[config.mk]
export PLATFORM = sky130hd
export DESIGN_NAME = memory_stage
export DESIGN_NICKNAME = d
export VERILOG_FILES = /design/src/rtl/memory_stage_pkg.sv /design/src/rtl/memory_stage_timeout.sv /design/src/rtl/memory_stage.sv
export SDC_FILE = /design/constraint.sdc
export NUM_CORES = 1
export LEC_CHECK = 0
export BUFFER_PORTS_ARGS = -buffer_cell sky130_fd_sc_hd__buf_2
export CAP_MARGIN = 10
export CORE_MARGIN = 2
export CORE_UTILIZATION = 48
export CTS_BUF_LIST = sky130_fd_sc_hd__clkbuf_16
export DETAILED_ROUTE_END_ITERATION = 12
export PLACE_DENSITY = 0.87
export SLEW_MARGIN = 5
export SYNTH_ARGS = -nofsm -noshare
export SYNTH_HDL_FRONTEND = slang
export SYNTH_HIERARCHICAL = 1
export SYNTH_SLANG_ARGS = --single-unit
[constraint.sdc]
create_clock -name clk -period 2.2 [get_ports clk]
set_input_delay 0.33 -clock clk [delete_from_list [all_inputs] [get_ports clk]]
set_output_delay 0.33 -clock clk [all_outputs]
set_load 0.05 [all_outputs]
[src/rtl/memory_stage_pkg.sv]
// Shared definitions for the memory pipeline stage: opcode encoding,
// register-write decode and FSM state encoding.
package memory_stage_pkg;

  typedef enum logic [3:0] {
    OP_NOP    = 4'h0,
    OP_SUB    = 4'h1,
    OP_ADD    = 4'h2,
    OP_ADDI   = 4'h3,
    OP_SHLLI  = 4'h4,
    OP_SHRLI  = 4'h5,
    OP_JUMP   = 4'h6,
    OP_JUMPL  = 4'h7,
    OP_JUMPG  = 4'h8,
    OP_JUMPE  = 4'h9,
    OP_JUMPNE = 4'hA,
    OP_CMP    = 4'hB,
    OP_LOAD   = 4'hC,
    OP_LOADI  = 4'hD,
    OP_STORE  = 4'hE,
    OP_MOV    = 4'hF
  } opcode_e;

  typedef enum logic {
    ST_IDLE   = 1'b0,
    ST_ACCESS = 1'b1
  } state_e;

  // LOAD is excluded: it only writes once the memory access completes.
  function automatic logic writes_reg(input logic [3:0] op);
    case (op)
      OP_SUB, OP_ADD, OP_ADDI, OP_SHLLI, OP_SHRLI, OP_LOADI, OP_MOV:
        writes_reg = 1'b1;
      default:
        writes_reg = 1'b0;
    endcase
  endfunction

endpackage

[src/rtl/memory_stage_timeout.sv]
// Access-timeout counter: synchronous clear/load, count enable and a
// terminal-count flag when the count reaches TIMEOUT_CYCLES-1.
module mem_timeout_counter #(
  parameter int TIMEOUT_CYCLES = 15,
  parameter int CNT_W = (TIMEOUT_CYCLES > 1) ? $clog2(TIMEOUT_CYCLES) : 1
) (
  input  logic             clk,
  input  logic             reset,
  input  logic             clear,
  input  logic             load,
  input  logic [CNT_W-1:0] load_value,
  input  logic             count_en,
  output logic [CNT_W-1:0] count,
  output logic             terminal
);

  always_ff @(posedge clk) begin
    if (reset || clear) begin
      count <= '0;
    end else if (load) begin
      count <= load_value;
    end else if (count_en && !terminal) begin
      count <= count + 1'b1;
    end
  end

  assign terminal = (count == CNT_W'(TIMEOUT_CYCLES - 1));

endmodule

[src/rtl/memory_stage.sv]
// Memory pipeline stage: non-memory ops pass through to write-back in one
// cycle; LOAD/STORE run a req/ack transaction with stall and timeout abort.
module memory_stage
  import memory_stage_pkg::*;
#(
  parameter int DATA_W         = 16,
  parameter int ADDR_W         = 16,
  parameter int TIMEOUT_CYCLES = 15
) (
  input  logic              clk,
  input  logic              reset,
  input  logic [4:0]        control_in,
  input  logic [DATA_W-1:0] result_in,
  input  logic [DATA_W-1:0] store_data_in,
  input  logic [4:0]        dest_index_in,
  output logic              mem_req,
  output logic              mem_we,
  output logic [ADDR_W-1:0] mem_addr,
  output logic [DATA_W-1:0] mem_wdata,
  input  logic              mem_ack,
  input  logic [DATA_W-1:0] mem_rdata,
  output logic              stall,
  output logic [DATA_W-1:0] wb_data,
  output logic [4:0]        wb_dest_index,
  output logic              wb_write_en,
  output logic [4:0]        control_out,
  output logic              mem_error
);

  localparam int CNT_W = (TIMEOUT_CYCLES > 1) ? $clog2(TIMEOUT_CYCLES) : 1;

  state_e           state, state_next;
  logic [3:0]       op;
  logic             is_mem_op;
  logic             cnt_clear;
  logic             cnt_en;
  logic             cnt_terminal;
  logic [CNT_W-1:0] cnt_value;
  logic [4:0]       cap_control;
  logic [4:0]       cap_dest;

  assign op        = control_in[3:0];
  assign is_mem_op = (op == OP_LOAD) || (op == OP_STORE);

  mem_timeout_counter #(
    .TIMEOUT_CYCLES (TIMEOUT_CYCLES),
    .CNT_W          (CNT_W)
  ) u_timeout (
    .clk        (clk),
    .reset      (reset),
    .clear      (cnt_clear),
    .load       (1'b0),
    .load_value ('0),
    .count_en   (cnt_en),
    .count      (cnt_value),
    .terminal   (cnt_terminal)
  );

  always_ff @(posedge clk) begin
    if (reset) begin
      state <= ST_IDLE;
    end else begin
      state <= state_next;
    end
  end

  // An ack in the same cycle as terminal count wins over the timeout.
  always_comb begin
    state_next = state;
    stall      = 1'b0;
    cnt_clear  = 1'b0;
    cnt_en     = 1'b0;
    case (state)
      ST_IDLE: begin
        if (is_mem_op) begin
          stall      = 1'b1;
          cnt_clear  = 1'b1;
          state_next = ST_ACCESS;
        end
      end
      ST_ACCESS: begin
        if (mem_ack || cnt_terminal) begin
          state_next = ST_IDLE;
        end else begin
          stall  = 1'b1;
          cnt_en = 1'b1;
        end
      end
      default: state_next = ST_IDLE;
    endcase
  end

  always_ff @(posedge clk) begin
    if (reset) begin
      mem_req       <= 1'b0;
      mem_we        <= 1'b0;
      mem_addr      <= '0;
      mem_wdata     <= '0;
      wb_data       <= '0;
      wb_dest_index <= '0;
      wb_write_en   <= 1'b0;
      control_out   <= '0;
      mem_error     <= 1'b0;
      cap_control   <= '0;
      cap_dest      <= '0;
    end else begin
      case (state)
        ST_IDLE: begin
          if (is_mem_op) begin
            mem_req     <= 1'b1;
            mem_we      <= (op == OP_STORE);
            mem_addr    <= result_in[ADDR_W-1:0];
            mem_wdata   <= store_data_in;
            cap_control <= control_in;
            cap_dest    <= dest_index_in;
            wb_write_en <= 1'b0;
            control_out <= '0;
          end else begin
            wb_data       <= result_in;
            wb_dest_index <= dest_index_in;
            wb_write_en   <= writes_reg(op);
            control_out   <= control_in;
          end
        end
        ST_ACCESS: begin
          if (mem_ack) begin
            mem_req       <= 1'b0;
            mem_we        <= 1'b0;
            control_out   <= cap_control;
            wb_dest_index <= cap_dest;
            if (cap_control[3:0] == OP_LOAD) begin
              wb_data     <= mem_rdata;
              wb_write_en <= 1'b1;
            end else begin
              wb_write_en <= 1'b0;
            end
          end else if (cnt_terminal) begin
            mem_req     <= 1'b0;
            mem_we      <= 1'b0;
            mem_error   <= 1'b1;
            wb_write_en <= 1'b0;
            control_out <= '0;
          end else begin
            wb_write_en <= 1'b0;
            control_out <= '0;
          end
        end
        default: begin
          mem_req     <= 1'b0;
          mem_we      <= 1'b0;
          wb_write_en <= 1'b0;
          control_out <= '0;
        end
      endcase
    end
  end

endmodule

==> results of run 1 <==
metal layers:
metal | vias to the layer above | wire length, um | global-route usage, % | share of wire (%)
met3 | 10 | 369 | 4.042 | 4.7
met5 | - | 0 | 0 | 0
met2 | 101 | 4057 | 38.14 | 52
li1 | 1497 | - | - | -
met4 | 0 | 119 | 10.82 | 1.5
met1 | 1381 | 3308 | 25.29 | 42
through the flow:
stage	util (%)	total power [mW]	cells	cell area (um2)	setup WS (ps)
after floorplan	-	1.930	378	3234	315.9
after global placement	61.68	2.087	566	3939	421.2
after detailed placement	61.68	2.100	566	3939	339.2
after CTS	66.26	3.528	582	4232	169.6
after global routing	66.26	3.637	582	4232	33.44
final	66.26	3.504	582	4232	182.2
layout by cell type (no fill, tap or decap), types with 2 or more instances in the layout:
| cell type | n |
|---|---|
| nor3b_1 | 2 |
| clkinv_1 | 2 |
| dfxtp_1 | 76 |
| conb_1 | 11 |
| nand3_1 | 7 |
| clkbuf_16 | 9 |
| mux2_1 | 10 |
| nor2_1 | 26 |
| nand4_1 | 2 |
| buf_4 | 10 |
| mux2_2 | 6 |
| a211oi_1 | 6 |
| ha_1 | 2 |
| mux2i_1 | 21 |
| o22ai_1 | 2 |
| o21ai_0 | 2 |
| buf_2 | 123 |
| inv_1 | 5 |
| nor2b_1 | 18 |
| nand2b_1 | 4 |
| nand2_1 | 83 |
| a21oi_1 | 54 |
cell type report:
cell class                      instances  area share, %
Clock inverter                          7          1.597
Tap cell                               77          2.277
Clock buffer                            9          5.322
Sequential cell                        77          36.46
Inverter                                5         0.4435
Multi-Input combinational cell        273          37.11
Timing Repair Buffer                  134          16.79
worst min-delay path by stage:
stage               cells after the start  slack (ps)                  to             start
floorplan                               1         410  u_timeout/count[2]             reset
global placement                        2         440        mem_wdata[5]      mem_wdata[5]
detailed placement                      2         440        mem_wdata[1]      mem_wdata[1]
CTS                                     3         230        mem_wdata[1]  store_data_in[1]
global route                            3         240        mem_wdata[0]  store_data_in[0]
finish                                  3         230        mem_wdata[1]  store_data_in[1]
power by group:
part / switching, mW / internal (mW)
combinational: 0.392 / 0.180
sequential: 0.0344 / 1.47
clock: 0.559 / 0.873
total: 0.984 / 2.52
flip-flops by register name (all words and copies together) (netlist names):
name and cells:
cap_control 5, cap_dest 5, control_out 5, mem_addr 16, mem_error 1, mem_req 1
mem_wdata 16, mem_we 1, state 1, u_timeout/count 4, wb_data 16, wb_dest_index 5
wb_write_en 1
worst max-delay path, cell delays in order (launching register included):
cell and delay, ps:
dfxtp_1 350, inv_1 80, ha_1 240, nand3_2 110, inv_1 70, o21ai_1 200, buf_2 300
logic make-up (layout without fill, tap and decap cells):
logic type	Yosys count	in the layout	share of synthesized area, %
adders and majority gates	2	2	0.7827
muxes	37	37	12.21
other	1	11	0.1173
and+or+nand+nor	150	150	21.33
buffers and inverters	28	155	3.992
xor gates and xnor gates	1	1	0.2740
AOI/OAI and AO/OA	72	72	13.07
DFF	77	77	48.22
==> run_results.csv, run 1 <==
group,metric,value,unit
yosys,yosysSeqAreaShare,48.22,%
yosys,synth-edff-count,0,
placed_design,portBuffers,123,
clock_tree,h-tree-depth,3,
critical_path,end_kind,"output pin",
route,via_count,2989,
critical_path,path_class,"register to output pin",
timing,skew,8.453,ps
timing,period_needed,2018,ps
yosys,synth_cell_type_count,40,
floorplanning,core,6386,um2
global_routing,gr-total-overflow,0,
critical_path,crit_end,"stall",
clock_tree,clock_latency,330,ps
timing,drv_slew,0,
critical_path,reg2reg_slack,330,ps
pwr,p_leak,1.960,nW
critical_path,start_kind,"register",
clock_tree,cts-root-buf,"clkbuf_16",
timing,holdWs,233.3,ps
layout,nets,563,
route,wl,7855,um
layout,drive_gt1_share,32.08,%
placed_design,dpl.hpwl,5681,um
timing,finalHoldViolCount,0,
critical_path,reg2reg_to,"u_timeout/count[3]",
layout,diodes,0,
global_routing,first_global_vias,2945,
timing,tightest_slew,594.8,ps
floorplanning,die_w,85.61,um
global_routing,grt_max_degree,39,
route,first_pass_iters,5,
yosys,synthCells,368,
yosys,ys_warn_count,6,
critical_path,crit_arrival,1690,ps
floorplanning,rows,29,
timing,finalSetupViolations,0,
job,drv_cap,0,
route,drtIter0Drc,187,
clock_tree,cts_resized,0,
critical_path,required,1870,ps
clock_tree,clock_path_buffers,2,
critical_path,cp-startpoint,"u_timeout/count[0]",
floorplanning,io_pins,124,
floorplanning,dieArea,7329,um2
floorplanning,start_util,50.06,%
yosys,synth_common_cells,"83 x nand2_1, 77 x dfxtp_1, 54 x a21oi_1, 26 x nor2_1, 21 x mux2i_1",
yosys,ys_ff_latch,77,
critical_path,crit_path_max_fanout,4,
clock_tree,hold_buffers,0,
yosys,synth_most_common_cell,"nand2_1",
clock_tree,clock_sinks,77,
layout,regArea,1543,um2
route,drc_errors,0,
yosys,synthFlopType,"dfxtp_1",
floorplanning,die_y,85.61,um
timing,period_share,91.72,%
global_routing,track_usage,21.71,%
yosys,synth_top_area_share,48.22,%
clock_tree,numCtsBuffers,9,
route,ant_nets,0,
pwr,ir_worst_vdd,0.4811,mV
timing,grt_setup_unrepaired,"no",
global_routing,grt_first_pass_wirelength,12810,um
critical_path,r2r-start,"u_timeout/count[0]",
yosys,ys_top_cells_by_area,"dfxtp_1 48%, nand2_1 9.7%, a21oi_1 8.5%",
timing,final.setup.tns,0,ps
timing,max_slew_margin,60.35,%
critical_path,worstRegToRegCells,9,
pwr,power_density,828.2,nW/um2
yosys,yosys.area.top_type,"dfxtp_1",
yosys,synth_area,3197,um2
clock_tree,cts_setup_buffers,0,
timing,timing.fmax,495.6,MHz
layout,multiInputGateArea,1570,um2
clock_tree,cts_tree,"built",
placed_design,routabilityCongestion,0.8019,
route,vias_per_cell,5.136,
layout,fillers,543,
global_routing,antenna_found_initial,0,
yosys,async_flop_share,0,%
status,status,"complete, no violations",
clock_tree,cts.reportedPaths.clkPinSlew,60,ps
hold_path,hp-class,"primary input to register",
route,drt-wirelength-per-cell,13.50,um
layout,syn_to_final_growth,32.37,%
yosys,avgSynthCellArea,8.687,um2
Power figures use the tool's default switching activity.
==> inputs of run 2 (changes only) <==
==> constraint.sdc (replaced) <==
create_clock -name clk -period 2.2 [get_ports clk]
set_input_delay 0.22 -clock clk [delete_from_list [all_inputs] [get_ports clk]]
set_output_delay 0.22 -clock clk [all_outputs]
set_load 0.05 [all_outputs]
==> run 2 against run 1 <==
  * Utilization decreased by 0.35 points
  * Final area decreased by 0.53%
  * Sequential power about the same
  * Flip-flop and latch count unchanged
  * Final cell count decreased by 0.52%
  * Worst setup slack got worse by 31 ps
  * Worst hold slack got worse by 110 ps
  * Die area unchanged
  * Total power decreased by 0.31%
  * Global-route usage decreased by 0.13 points
  * Wire length increased by 0.52%
  * Largest power group unchanged
==> run_results.csv, run 2 (synthesis gave the netlist of run 1 again) <==
group,metric,value,unit
layout,most-common-layout-cells,"123 x buf_2, 83 x nand2_1, 76 x dfxtp_1, 54 x a21oi_1, 26 x nor2_1",
status,status,"complete, no violations",
timing,finalHoldViolCount,0,
layout,layout_commonest_cell,"buf_2",
timing,timing.fmax,488.1,MHz
global_routing,track_usage,21.58,%
timing,skew,4.581,ps
floorplanning,die_y,85.61,um
timing,drv_slew,0,
clock_tree,clock_latency,330,ps
clock_tree,cts-root-buf,"clkbuf_16",
placed_design,routabilityCongestion,0.8487,
timing,grt_setup_unrepaired,"no",
clock_tree,clock_sinks,77,
pwr,p_leak,1.939,nW
clock_tree,clock_path_buffers,2,
placed_design,place_ws,367.9,ps
clock_tree,hold_buffers,0,
job,drv_cap,0,
timing,period_needed,2049,ps
floorplanning,rows,29,
pwr,power_density,830.0,nW/um2
clock_tree,cts.reportedPaths.clkPinSlew,60,ps
layout,reg_top3,"mem_addr: 16 flops, mem_wdata: 16 flops, wb_data: 16 flops",
layout,diodes,0,
critical_path,start_kind,"register",
route,drtIter0Drc,189,
timing,period_share,93.13,%
critical_path,path_class,"register to output pin",
clock_tree,numCtsBuffers,9,
timing,final.setup.tns,0,ps
clock_tree,h-tree-depth,3,
critical_path,path_cells,"buf_4, nand2b_1, o21ai_1, buf_2",
timing,worst_slack,151.0,ps
critical_path,crit_path_max_fanout,18,
route,vias_per_cell,5.126,
route,wl,7896,um
global_routing,grt_first_pass_wirelength,12740,um
timing,tightest_slew,627.7,ps
floorplanning,dieArea,7329,um2
layout,syn_to_final_growth,31.66,%
layout,fin_cells,579,
layout,nets,560,
timing,finalSetupViolations,0,
global_routing,grt_max_degree,43,
floorplanning,io_pins,124,
global_routing,antenna_found_initial,0,
hold_path,hp-class,"primary input to register",
floorplanning,core,6386,um2
critical_path,required,1980,ps
placed_design,place_inst,563,
timing,max_slew_margin,58.15,%
pwr,ir_worst_vdd,0.5719,mV
global_routing,first_global_vias,2736,
placed_design,dpl.hpwl,5759,um
route,ant_nets,0,
route,drt-wirelength-per-cell,13.64,um
placed_design,portBuffers,123,
clock_tree,cts_tree,"built",
route,via_count,2968,
critical_path,crit_slowest_cell,"dfxtp_2",
route,first_pass_iters,4,
global_routing,gr-total-overflow,0,
route,drc_errors,0,
floorplanning,start_util,50.06,%
critical_path,end_kind,"output pin",
critical_path,crit_arrival,1830,ps
floorplanning,die_w,85.61,um
layout,drive_gt1_share,31.87,%
critical_path,max_stage_delay,390,ps
==> run 2: cell count changes in the layout (fill, tap and decap cells not counted) <==
cell,before,now
buf_4,10,7
clkinv_2,1,2
clkinvlp_4,1,2
inv_1,5,4
inv_6,1,0
==> run 2: critical path: cells and delay by family (launching register included) <==
family,cells,cell delay [ps]
flip-flops,1,390
AND/OR/NAND/NOR,1,220
AO/OA/AOI/OAI,1,250
buffers and inverters,2,640
==> run 2: layout make-up <==
class | instances | area [um2]
fillers | 537 | 2177
clock buffers | 9 | 225.2
multi-input cells | 273 | 1570
repair buffers | 131 | 688.2
flip-flops and latches | 77 | 1543
clock inverters | 7 | 67.56
well taps | 77 | 96.34
inverters | 5 | 18.77
==> run 2: path summary, 6_finish.rpt <==
path | cells after the start | start | slack (ps) | to
max reg2reg | 9 | u_timeout/count[0] | 360 | u_timeout/count[3]
max | 4 | state | 150 | stall
min reg2reg | 2 | mem_wdata[13] | 450 | mem_wdata[13]
min | 3 | store_data_in[7] | 130 | mem_wdata[7]
==> run 2: power breakdown <==
| group | internal [mW] | switching (mW) |
|---|---|---|
| clock | 0.871 | 0.555 |
| combinational | 0.177 | 0.389 |
| sequential | 1.47 | 0.0352 |
==> run 2: per-stage QoR <==
step	hold WS (ps)	power [mW]	utilization, %	instance area (um2)
3_3_place_gp	439.3	2.084	61.32	3916
3_5_place_dp	443.7	2.098	61.32	3916
4_1_cts	117.4	3.525	65.91	4209
6_report	127.8	3.494	65.91	4209
2_1_floorplan	296.8	1.930	-	3234
5_1_grt	132.3	3.627	65.91	4209
==> run 2: timing repair <==
item                                    CTS  global route
endpoints found under the setup margin    0             1
resized for setup                         0             1
setup buffers                             0             0
==> run 2: metal layers <==
layer  track usage, %  part of all wire, %  up-vias
met2            38.21                   52       98
li1                 -                    -     1495
met1            26.19                   42     1361
met5                0                    0        -
met3            3.369                  4.9       14
met4            8.514                  1.7        0
